## src/rtl/ecc_secded_pipe.sv

```systemverilog
// ============================================================================
// Module   : ecc_secded_pipe
// Brief    : Parametrised Hsiao SECDED encoder plus a 2-stage pipelined
//            decoder/corrector with valid/ready handshake, saturating error
//            counters and a first-error syndrome log.
//            Optional macro ECC_ERR_INJECT_EN adds inj_data_mask and
//            inj_parity_mask inputs for fault injection on the read path.
// Revision : 1.0 - initial release
// ============================================================================
`default_nettype none

module ecc_secded_pipe #(
   parameter int DATA_WIDTH   = 32,
   parameter int PARITY_WIDTH = 7,
   parameter int CNT_WIDTH    = 16
) (
   input  logic                    clk,
   input  logic                    rst_n,
   input  logic [DATA_WIDTH-1:0]   enc_data,
   output logic [PARITY_WIDTH-1:0] enc_parity,
   input  logic                    in_valid,
   output logic                    in_ready,
   input  logic [DATA_WIDTH-1:0]   in_data,
   input  logic [PARITY_WIDTH-1:0] in_parity,
   input  logic                    bypass,
`ifdef ECC_ERR_INJECT_EN
   input  logic [DATA_WIDTH-1:0]   inj_data_mask,
   input  logic [PARITY_WIDTH-1:0] inj_parity_mask,
`endif
   output logic                    out_valid,
   input  logic                    out_ready,
   output logic [DATA_WIDTH-1:0]   out_data,
   output logic [PARITY_WIDTH-1:0] out_syndrome,
   output logic                    out_sbit_err,
   output logic                    out_dbit_err,
   input  logic                    cnt_clr,
   output logic [CNT_WIDTH-1:0]    sbit_cnt,
   output logic [CNT_WIDTH-1:0]    dbit_cnt,
   output logic                    err_log_valid,
   output logic [PARITY_WIDTH-1:0] err_log_syndrome
);

   localparam int c_nvals = 1 << PARITY_WIDTH;

   function automatic int popcnt(input int v);
      int c;
      c = 0;
      for (int b = 0; b < 32; b++) c += (v >> b) & 1;
      return c;
   endfunction

   // Number of odd-weight (>=3) column candidates available.
   function automatic int count_odd();
      int n;
      n = 0;
      for (int v = 0; v < c_nvals; v++)
         if (popcnt(v) >= 3 && (popcnt(v) % 2) == 1) n++;
      return n;
   endfunction

   // Data columns: odd-weight (>=3) values taken in ascending numeric order.
   function automatic logic [DATA_WIDTH*PARITY_WIDTH-1:0] build_cols();
      logic [DATA_WIDTH*PARITY_WIDTH-1:0] cols;
      int n;
      cols = '0;
      n    = 0;
      for (int v = 0; v < c_nvals; v++) begin
         if (popcnt(v) >= 3 && (popcnt(v) % 2) == 1 && n < DATA_WIDTH) begin
            cols[n*PARITY_WIDTH +: PARITY_WIDTH] = v[PARITY_WIDTH-1:0];
            n++;
         end
      end
      return cols;
   endfunction

   localparam int                                 c_n_odd = count_odd();
   localparam logic [DATA_WIDTH*PARITY_WIDTH-1:0] c_cols  = build_cols();

   if (c_n_odd < DATA_WIDTH || DATA_WIDTH < 2 || DATA_WIDTH > 64) begin : g_bad_cfg
      $error("ecc_secded_pipe: PARITY_WIDTH too small for DATA_WIDTH, or DATA_WIDTH out of 2..64");
   end

   function automatic logic [PARITY_WIDTH-1:0] encode(input logic [DATA_WIDTH-1:0] d);
      logic [PARITY_WIDTH-1:0] p;
      p = '0;
      for (int i = 0; i < DATA_WIDTH; i++)
         if (d[i]) p ^= c_cols[i*PARITY_WIDTH +: PARITY_WIDTH];
      return p;
   endfunction

   // Write-side encoder.
   assign enc_parity = encode(enc_data);

   // Read-side inputs after optional fault injection.
   logic [DATA_WIDTH-1:0]   w_rd_data;
   logic [PARITY_WIDTH-1:0] w_rd_par;
`ifdef ECC_ERR_INJECT_EN
   assign w_rd_data = in_data ^ inj_data_mask;
   assign w_rd_par  = in_parity ^ inj_parity_mask;
`else
   assign w_rd_data = in_data;
   assign w_rd_par  = in_parity;
`endif

   logic                    s1_valid_q, s1_byp_q;
   logic [DATA_WIDTH-1:0]   s1_data_q;
   logic [PARITY_WIDTH-1:0] s1_syn_q;
   logic                    s2_valid_q, s2_sbit_q, s2_dbit_q;
   logic [DATA_WIDTH-1:0]   s2_data_q;
   logic [PARITY_WIDTH-1:0] s2_syn_q;

   logic w_s2_ready, w_out_fire;
   assign w_s2_ready = !s2_valid_q || out_ready;
   assign in_ready   = !s1_valid_q || w_s2_ready;
   assign w_out_fire = s2_valid_q && out_ready;

   // Stage 1: capture the word and its syndrome (forced to 0 when bypassed).
   always_ff @(posedge clk or negedge rst_n) begin
      if (!rst_n) begin
         s1_valid_q <= 1'b0;
         s1_byp_q   <= 1'b0;
         s1_data_q  <= '0;
         s1_syn_q   <= '0;
      end else if (in_ready) begin
         s1_valid_q <= in_valid;
         if (in_valid) begin
            s1_byp_q  <= bypass;
            s1_data_q <= w_rd_data;
            s1_syn_q  <= bypass ? '0 : (w_rd_par ^ encode(w_rd_data));
         end
      end
   end

   logic [DATA_WIDTH-1:0] w_fix_data;
   logic                  w_match, w_sbit, w_dbit;

   // Syndrome classification and single-bit correction.
   always_comb begin
      w_fix_data = s1_data_q;
      w_match    = 1'b0;
      w_sbit     = 1'b0;
      w_dbit     = 1'b0;
      for (int i = 0; i < DATA_WIDTH; i++) begin
         if (s1_syn_q == c_cols[i*PARITY_WIDTH +: PARITY_WIDTH]) begin
            w_fix_data[i] = ~s1_data_q[i];
            w_match       = 1'b1;
         end
      end
      if (!s1_byp_q && s1_syn_q != '0) begin
         if (w_match || $onehot(s1_syn_q)) w_sbit = 1'b1;
         else                              w_dbit = 1'b1;
      end
   end

   // Stage 2: registered corrected word, held while the consumer stalls.
   always_ff @(posedge clk or negedge rst_n) begin
      if (!rst_n) begin
         s2_valid_q <= 1'b0;
         s2_sbit_q  <= 1'b0;
         s2_dbit_q  <= 1'b0;
         s2_data_q  <= '0;
         s2_syn_q   <= '0;
      end else if (w_s2_ready) begin
         s2_valid_q <= s1_valid_q;
         if (s1_valid_q) begin
            s2_sbit_q <= w_sbit;
            s2_dbit_q <= w_dbit;
            s2_data_q <= w_fix_data;
            s2_syn_q  <= s1_syn_q;
         end
      end
   end

   assign out_valid    = s2_valid_q;
   assign out_data     = s2_data_q;
   assign out_syndrome = s2_syn_q;
   assign out_sbit_err = s2_sbit_q;
   assign out_dbit_err = s2_dbit_q;

   logic [CNT_WIDTH-1:0]    sbit_cnt_q, sbit_cnt_d, dbit_cnt_q, dbit_cnt_d;
   logic                    log_valid_q, log_valid_d;
   logic [PARITY_WIDTH-1:0] log_syn_q, log_syn_d;

   // Counter/log next state; a clear suppresses a same-cycle event.
   always_comb begin
      sbit_cnt_d  = sbit_cnt_q;
      dbit_cnt_d  = dbit_cnt_q;
      log_valid_d = log_valid_q;
      log_syn_d   = log_syn_q;
      if (cnt_clr) begin
         sbit_cnt_d  = '0;
         dbit_cnt_d  = '0;
         log_valid_d = 1'b0;
         log_syn_d   = '0;
      end else if (w_out_fire) begin
         if (s2_sbit_q && sbit_cnt_q != '1) sbit_cnt_d = sbit_cnt_q + CNT_WIDTH'(1);
         if (s2_dbit_q && dbit_cnt_q != '1) dbit_cnt_d = dbit_cnt_q + CNT_WIDTH'(1);
         if ((s2_sbit_q || s2_dbit_q) && !log_valid_q) begin
            log_valid_d = 1'b1;
            log_syn_d   = s2_syn_q;
         end
      end
   end

   // Counter/log state register.
   always_ff @(posedge clk or negedge rst_n) begin
      if (!rst_n) begin
         sbit_cnt_q  <= '0;
         dbit_cnt_q  <= '0;
         log_valid_q <= 1'b0;
         log_syn_q   <= '0;
      end else begin
         sbit_cnt_q  <= sbit_cnt_d;
         dbit_cnt_q  <= dbit_cnt_d;
         log_valid_q <= log_valid_d;
         log_syn_q   <= log_syn_d;
      end
   end

   assign sbit_cnt         = sbit_cnt_q;
   assign dbit_cnt         = dbit_cnt_q;
   assign err_log_valid    = log_valid_q;
   assign err_log_syndrome = log_syn_q;

endmodule

`default_nettype wire

```

## config.mk

```make
export PLATFORM = sky130hd
export DESIGN_NAME = ecc_secded_pipe
export DESIGN_NICKNAME = d
export VERILOG_FILES = /design/src/rtl/ecc_secded_pipe.sv
export SDC_FILE = /design/constraint.sdc
export NUM_CORES = 1
export LEC_CHECK = 0
export CORE_ASPECT_RATIO = 0.9
export CORE_MARGIN = 3
export CORE_UTILIZATION = 51
export CTS_CLUSTER_SIZE = 16
export DETAILED_ROUTE_END_ITERATION = 16
export GPL_ROUTABILITY_DRIVEN = 0
export PLACE_DENSITY = 0.9
export REMOVE_ABC_BUFFERS = 1
export SYNTH_ARGS = -nofsm -noshare
export SYNTH_HDL_FRONTEND = slang
export SYNTH_SLANG_ARGS = --single-unit
```

## constraint.sdc

```tcl
create_clock -name clk -period 4.9 [get_ports clk]
set_clock_uncertainty 0.1 [all_clocks]
set_input_delay 0.49 -clock clk [delete_from_list [all_inputs] [get_ports clk]]
set_output_delay 0.49 -clock clk [all_outputs]
set_load 0.1 [all_outputs]
```

# Yosys cells after proc, flatten, opt, wreduce, memory -nomap -nowiden
# Index checks and enable logic that the tools add are counted.
# classes
reduce_logical	23
muxes	209
add_sub_neg	8
eq_ne	35
bitwise	95
# ops
op	n
$mux W7	80
$mux W6	30
$not A3 Y3	50
$eq A7 B6 Y1 const B	15
$mux W16	6
$mux W1	71
$mux W5	14
$not A5 Y5	12
$eq A7 B5 Y1 const B	7
$eq A7 B7 Y1 const B	6
$add A16 B1 Y16 const B	2
$ne A16 B16 Y1 const B	2
$not A1 Y1	32
$mux W4	6
$eq A7 B4 Y1 const B	3
$reduce_and A2 Y1	5
$reduce_bool A2 Y1	4
$eq A7 B3 Y1 const B	1
$reduce_bool A7 Y1	1
$xor A7 B7 Y7	1
$add A1 B1 Y2	3
$mux W3	2
$logic_and A1 B1 Y1	5
$logic_not A1 Y1	4
other kinds (5)	8
# word_totals
input_bits	77
register_bits	123
output_inout_bits	90
elab_cells	383

# Logic depth before layout (Yosys ltp)
# depth
depth_word	130
ltp_mapped	12
mapped_depth_nobuf	11

# Worst setup path before layout
# Ideal clock, no wire load.
# synth_path
path_kind	flip-flop to flip-flop
from	register s1_syn_q[3]
to	register s2_sbit_q (netlist: out_sbit_err)
setup_time_ns	0.132
stages_incl_launch_ff	13
path_slack_ns	1.511
arrival_ns	3.156
required_ns	4.668
cell_sequence	dfrtp_1 -> buf_2 -> inv_1 -> fa_1 -> fa_1 -> inv_1 -> fa_1 -> fa_1 -> o32ai_1 -> nor4_1 -> nand3_1 -> a211oi_2 -> o22ai_1
# synth_between
elab_chain_cells	36
# synth_lines
element	line_no	rtl
start, declared	107	logic [PARITY_WIDTH-1:0] s1_syn_q;
start signal, assigned	129	s1_syn_q <= bypass ? '0 : (w_rd_par ^ encode(w_rd_data));
$eq A7 B3 Y1	144	if (s1_syn_q == c_cols[i*PARITY_WIDTH +: PARITY_WIDTH]) begin
$mux W1 (32 in series)	144	
$logic_or A1 B1 Y1	150	if (w_match || $onehot(s1_syn_q)) w_sbit = 1'b1;
$mux W1	150	
$mux W1 *	149	if (!s1_byp_q && s1_syn_q != '0) begin
end signal, assigned	166	s2_sbit_q <= w_sbit;
end, declared	108	logic s2_valid_q, s2_sbit_q, s2_dbit_q;
# Mark *: on every way between the ends. The rest lies on a longest branch, timed or not.
# A chain may end at the register's enable or synchronous reset.

# Worst setup path in the final report
# Ends and elaborated chain as after synthesis.

==> impl_metrics.env <==
export IMPL_power_leakage_uw=0.00370
export IMPL_sw_frac_of_total=0.466
export IMPL_cp_slowest_cell="dfrtp_1"
export IMPL_cts_sinks=123
export IMPL_synth_flop_cell="dfrtp_1"
export IMPL_slew_viol_final=0
export IMPL_clockBufferDepth=2
export IMPL_start_kind="flip-flop"
export IMPL_clk_pin_slew_ps=60
export IMPL_syn_area_sq_um=7210
export IMPL_min_period_over_period=0.798
export IMPL_synthesis_yosys_warnings=0
export IMPL_dr_pass1_iters=7
export IMPL_post_cts_buffers=0
export IMPL_yosysSeqAreaShare=0.427
export IMPL_utilization=0.701
export IMPL_ys_ff_latch=123
export IMPL_vdd_ir_drop_worst_mv=0.429
export IMPL_syn_area_per_cell_sq_um=10.2
export IMPL_final_nets=952
export IMPL_fillCellCount=1040
export IMPL_setup_viol=0
export IMPL_crit_top_cell="fa_1"
export IMPL_fin_tns_setup_ps=0
export IMPL_grt_max_degree=83
export IMPL_combPwrFrac=0.493
export IMPL_start_util=0.530
export IMPL_crit_required_ps=5080
export IMPL_timing_slew_headroom=0.296
export IMPL_seq_power_share=0.274
export IMPL_finalHoldViolCount=0
export IMPL_cts_tree="done"
export IMPL_die_y_um=119
export IMPL_grt_pass1_vias=5730
export IMPL_rsz0062_at_grt="no"
export IMPL_maxCapViolCount=0
export IMPL_synth_cell_types=52
export IMPL_cts_htree_levels=4
export IMPL_min_path_type="input pin to asynchronous set/reset pin"
export IMPL_dpl_hpwl_mm=13.1
export IMPL_die_w_um=131
export IMPL_async_flop_share=1.00
export IMPL_crit_type="flip-flop to flip-flop"
export IMPL_max_freq_ghz=0.256
export IMPL_arrival_ps=4090
export IMPL_die_area_sq_um=15600
export IMPL_io_pins=167
export IMPL_drt_iter0_markers=442
export IMPL_syn_inst=705
export IMPL_cp_max_fo=24
export IMPL_routed_wl_mm=17.9
export IMPL_routedWlPerCell_um=16.8
export IMPL_fin_crit_ps=3910
export IMPL_crit_chain="inv_1 > fa_1 > fa_1 > inv_1 > fa_1 > fa_1 > o32ai_1 > nor4_1 > nand3_1 > a211oi_2 > o22ai_1"
export IMPL_port_buffers=166
export IMPL_tightest_slew_ps=1050
export IMPL_vias=5781
export IMPL_synth_edf_count=0
export IMPL_avgViaCountPerCell=5.43
export IMPL_internal_power_uw=2720
export IMPL_max_stage_delay_ps=790
export IMPL_gr_total_overflow=0
export IMPL_detail_route_antenna_nets=0
export IMPL_hold_buffers=0
export IMPL_grt_pass1_wl_mm=29.2
export IMPL_power_density_nw_per_um2=534
export IMPL_root_buffer="clkbuf_16"
export IMPL_clkPwrFrac=0.234
export IMPL_cts_resized=0
export IMPL_clk_latency_ps=420
export IMPL_coreArea_sq_um=13600
export IMPL_antenna_cells=0
export IMPL_area_growth_pct=32.4
export IMPL_grt_usage=0.232
export IMPL_rows=40
export IMPL_status="finished clean"
export IMPL_p_sw_uw=2380
export IMPL_endpoint_kind="flip-flop"
export IMPL_antenna_found_initial=0
export IMPL_drive_above_1_share=0.103
export IMPL_cts_made_buffers=17
export IMPL_drc=0
cell usage in the layout, fill, tap and decap left out, types with 3 or more instances in the layout:
master	instances
clkbuf_16	17
xnor2_1	146
nand3b_1	5
ha_1	6
buf_4	11
nor2b_1	3
mux2_2	40
nand3_1	24
mux2i_1	9
nand2b_1	4
clkdlybuf4s50_1	160
clkinv_2	6
a21oi_1	37
o31ai_1	4
nand2_1	24
nor2_1	90
nor4_1	4
dfrtp_1	123
a22o_1	4
o21ai_0	4
and3_1	6
inv_1	13
nor3_1	17
and4_1	4
xor2_1	55
nand4_1	15
o22ai_1	3
fa_1	4
layout make-up:
cell class	instances	area (sq um)	share of cell area
sequential	123	3080	0.322
tap	189	236	0.0248
clock buffer	21	460	0.0482
inverter	14	52.6	0.00550
multi-input combinational	538	3940	0.412
clock inverter	9	97.6	0.0102
timing repair buffer	171	1680	0.176
worst max-delay path, delay by kind of cell, from the launching register on:
| kind | cells | cell delay (ps) |
|---|---|---|
| DFF | 1 | 790 |
| AOI/OAI and AO/OA | 3 | 380 |
| adders and majority gates | 4 | 1840 |
| and+or+nand+nor | 2 | 420 |
| buffers and inverters | 2 | 250 |
cells by family (layout without fill, tap and decap cells):
| kind of cell | count (synthesis) | count (layout) | synth area share |
|---|---|---|---|
| XOR/XNOR | 203 | 203 | 0.249 |
| AND/OR/NAND/NOR | 214 | 214 | 0.149 |
| flip-flops | 123 | 123 | 0.427 |
| buffers and inverters | 44 | 215 | 0.0274 |
| adder cells (fa/ha/maj) | 10 | 10 | 0.0215 |
| AO/OA/AOI/OAI | 62 | 62 | 0.0522 |
| multiplexers | 49 | 49 | 0.0749 |
synthesized netlist by cell type (6+ instances only):
library cell  count  area (sq um)
nand2_1          24          90.1
mux2i_1           9          90.1
buf_2            11          55.1
nor3_1           17          85.1
clkbuf_1         13          48.8
xnor2_1         146          1280
xor2_1           55           482
dfrtp_1         123          3080
nand3_1          24           120
and3_1            6          37.5
mux2_2           40           450
ha_1              6          75.1
nor2_1           90           338
inv_1            13          48.8
nand4_1          15          93.8
a21oi_1          37           185
registers in the layout, indices dropped and copies added, names as in the netlist:
register and count:
sbit_cnt 16, s1_valid_q 1, out_data 32, s1_data_q 32
s1_byp_q 1, err_log_valid 1, out_valid 1, err_log_syndrome 7
dbit_cnt 16, out_syndrome 7, out_dbit_err 1, s1_syn_q 7
out_sbit_err 1
per-stage QoR:
stage / cell area, sq um / hold slack [ps] / power [uW] / setup WS [ps] / instances
2_1_floorplan: 7070 / 94.4 / 3290 / 929 / 675
4_1_cts: 9550 / 192 / 5120 / 1030 / 1065
3_5_place_dp: 8990 / 365 / 3920 / 1040 / 1035
5_1_grt: 9550 / 241 / 5320 / 762 / 1065
3_3_place_gp: 8990 / 358 / 3880 / 1110 / 1035
6_report: 9550 / 145 / 5100 / 988 / 1065
layer usage:
layer / vias up / track usage / wire length (um)
met2: 244 / 0.391 / 8850
met4: 0 / 0.0663 / 310
met5: - / 0 / 0
met1: 2810 / 0.304 / 7480
met3: 29 / 0.0519 / 1250
li1: 2698 / - / -
final timing paths:
check                                  from             to  slack, ps  cells after the start
worst max-delay path            s1_syn_q[3]   out_sbit_err        990                     11
worst min-delay path                  rst_n    dbit_cnt[6]        140                      1
worst max register to register  s1_syn_q[3]   out_sbit_err        990                     11
worst min register to register   s1_valid_q      out_valid        380                      1
max in group asynchronous             rst_n  s1_data_q[13]       3400                      2
min in group clk                 s1_valid_q      out_valid        380                      1
power groups by stage:
stage	sequential [uW]	clock [uW]	combinational, uW
2_1_floorplan	2080	0	1210
3_3_place_gp	1400	0	2480
3_5_place_dp	1410	0	2510
4_1_cts	1390	1210	2520
5_1_grt	1420	1260	2640
6_report	1400	1190	2510
(Power assumes the default switching activity.)
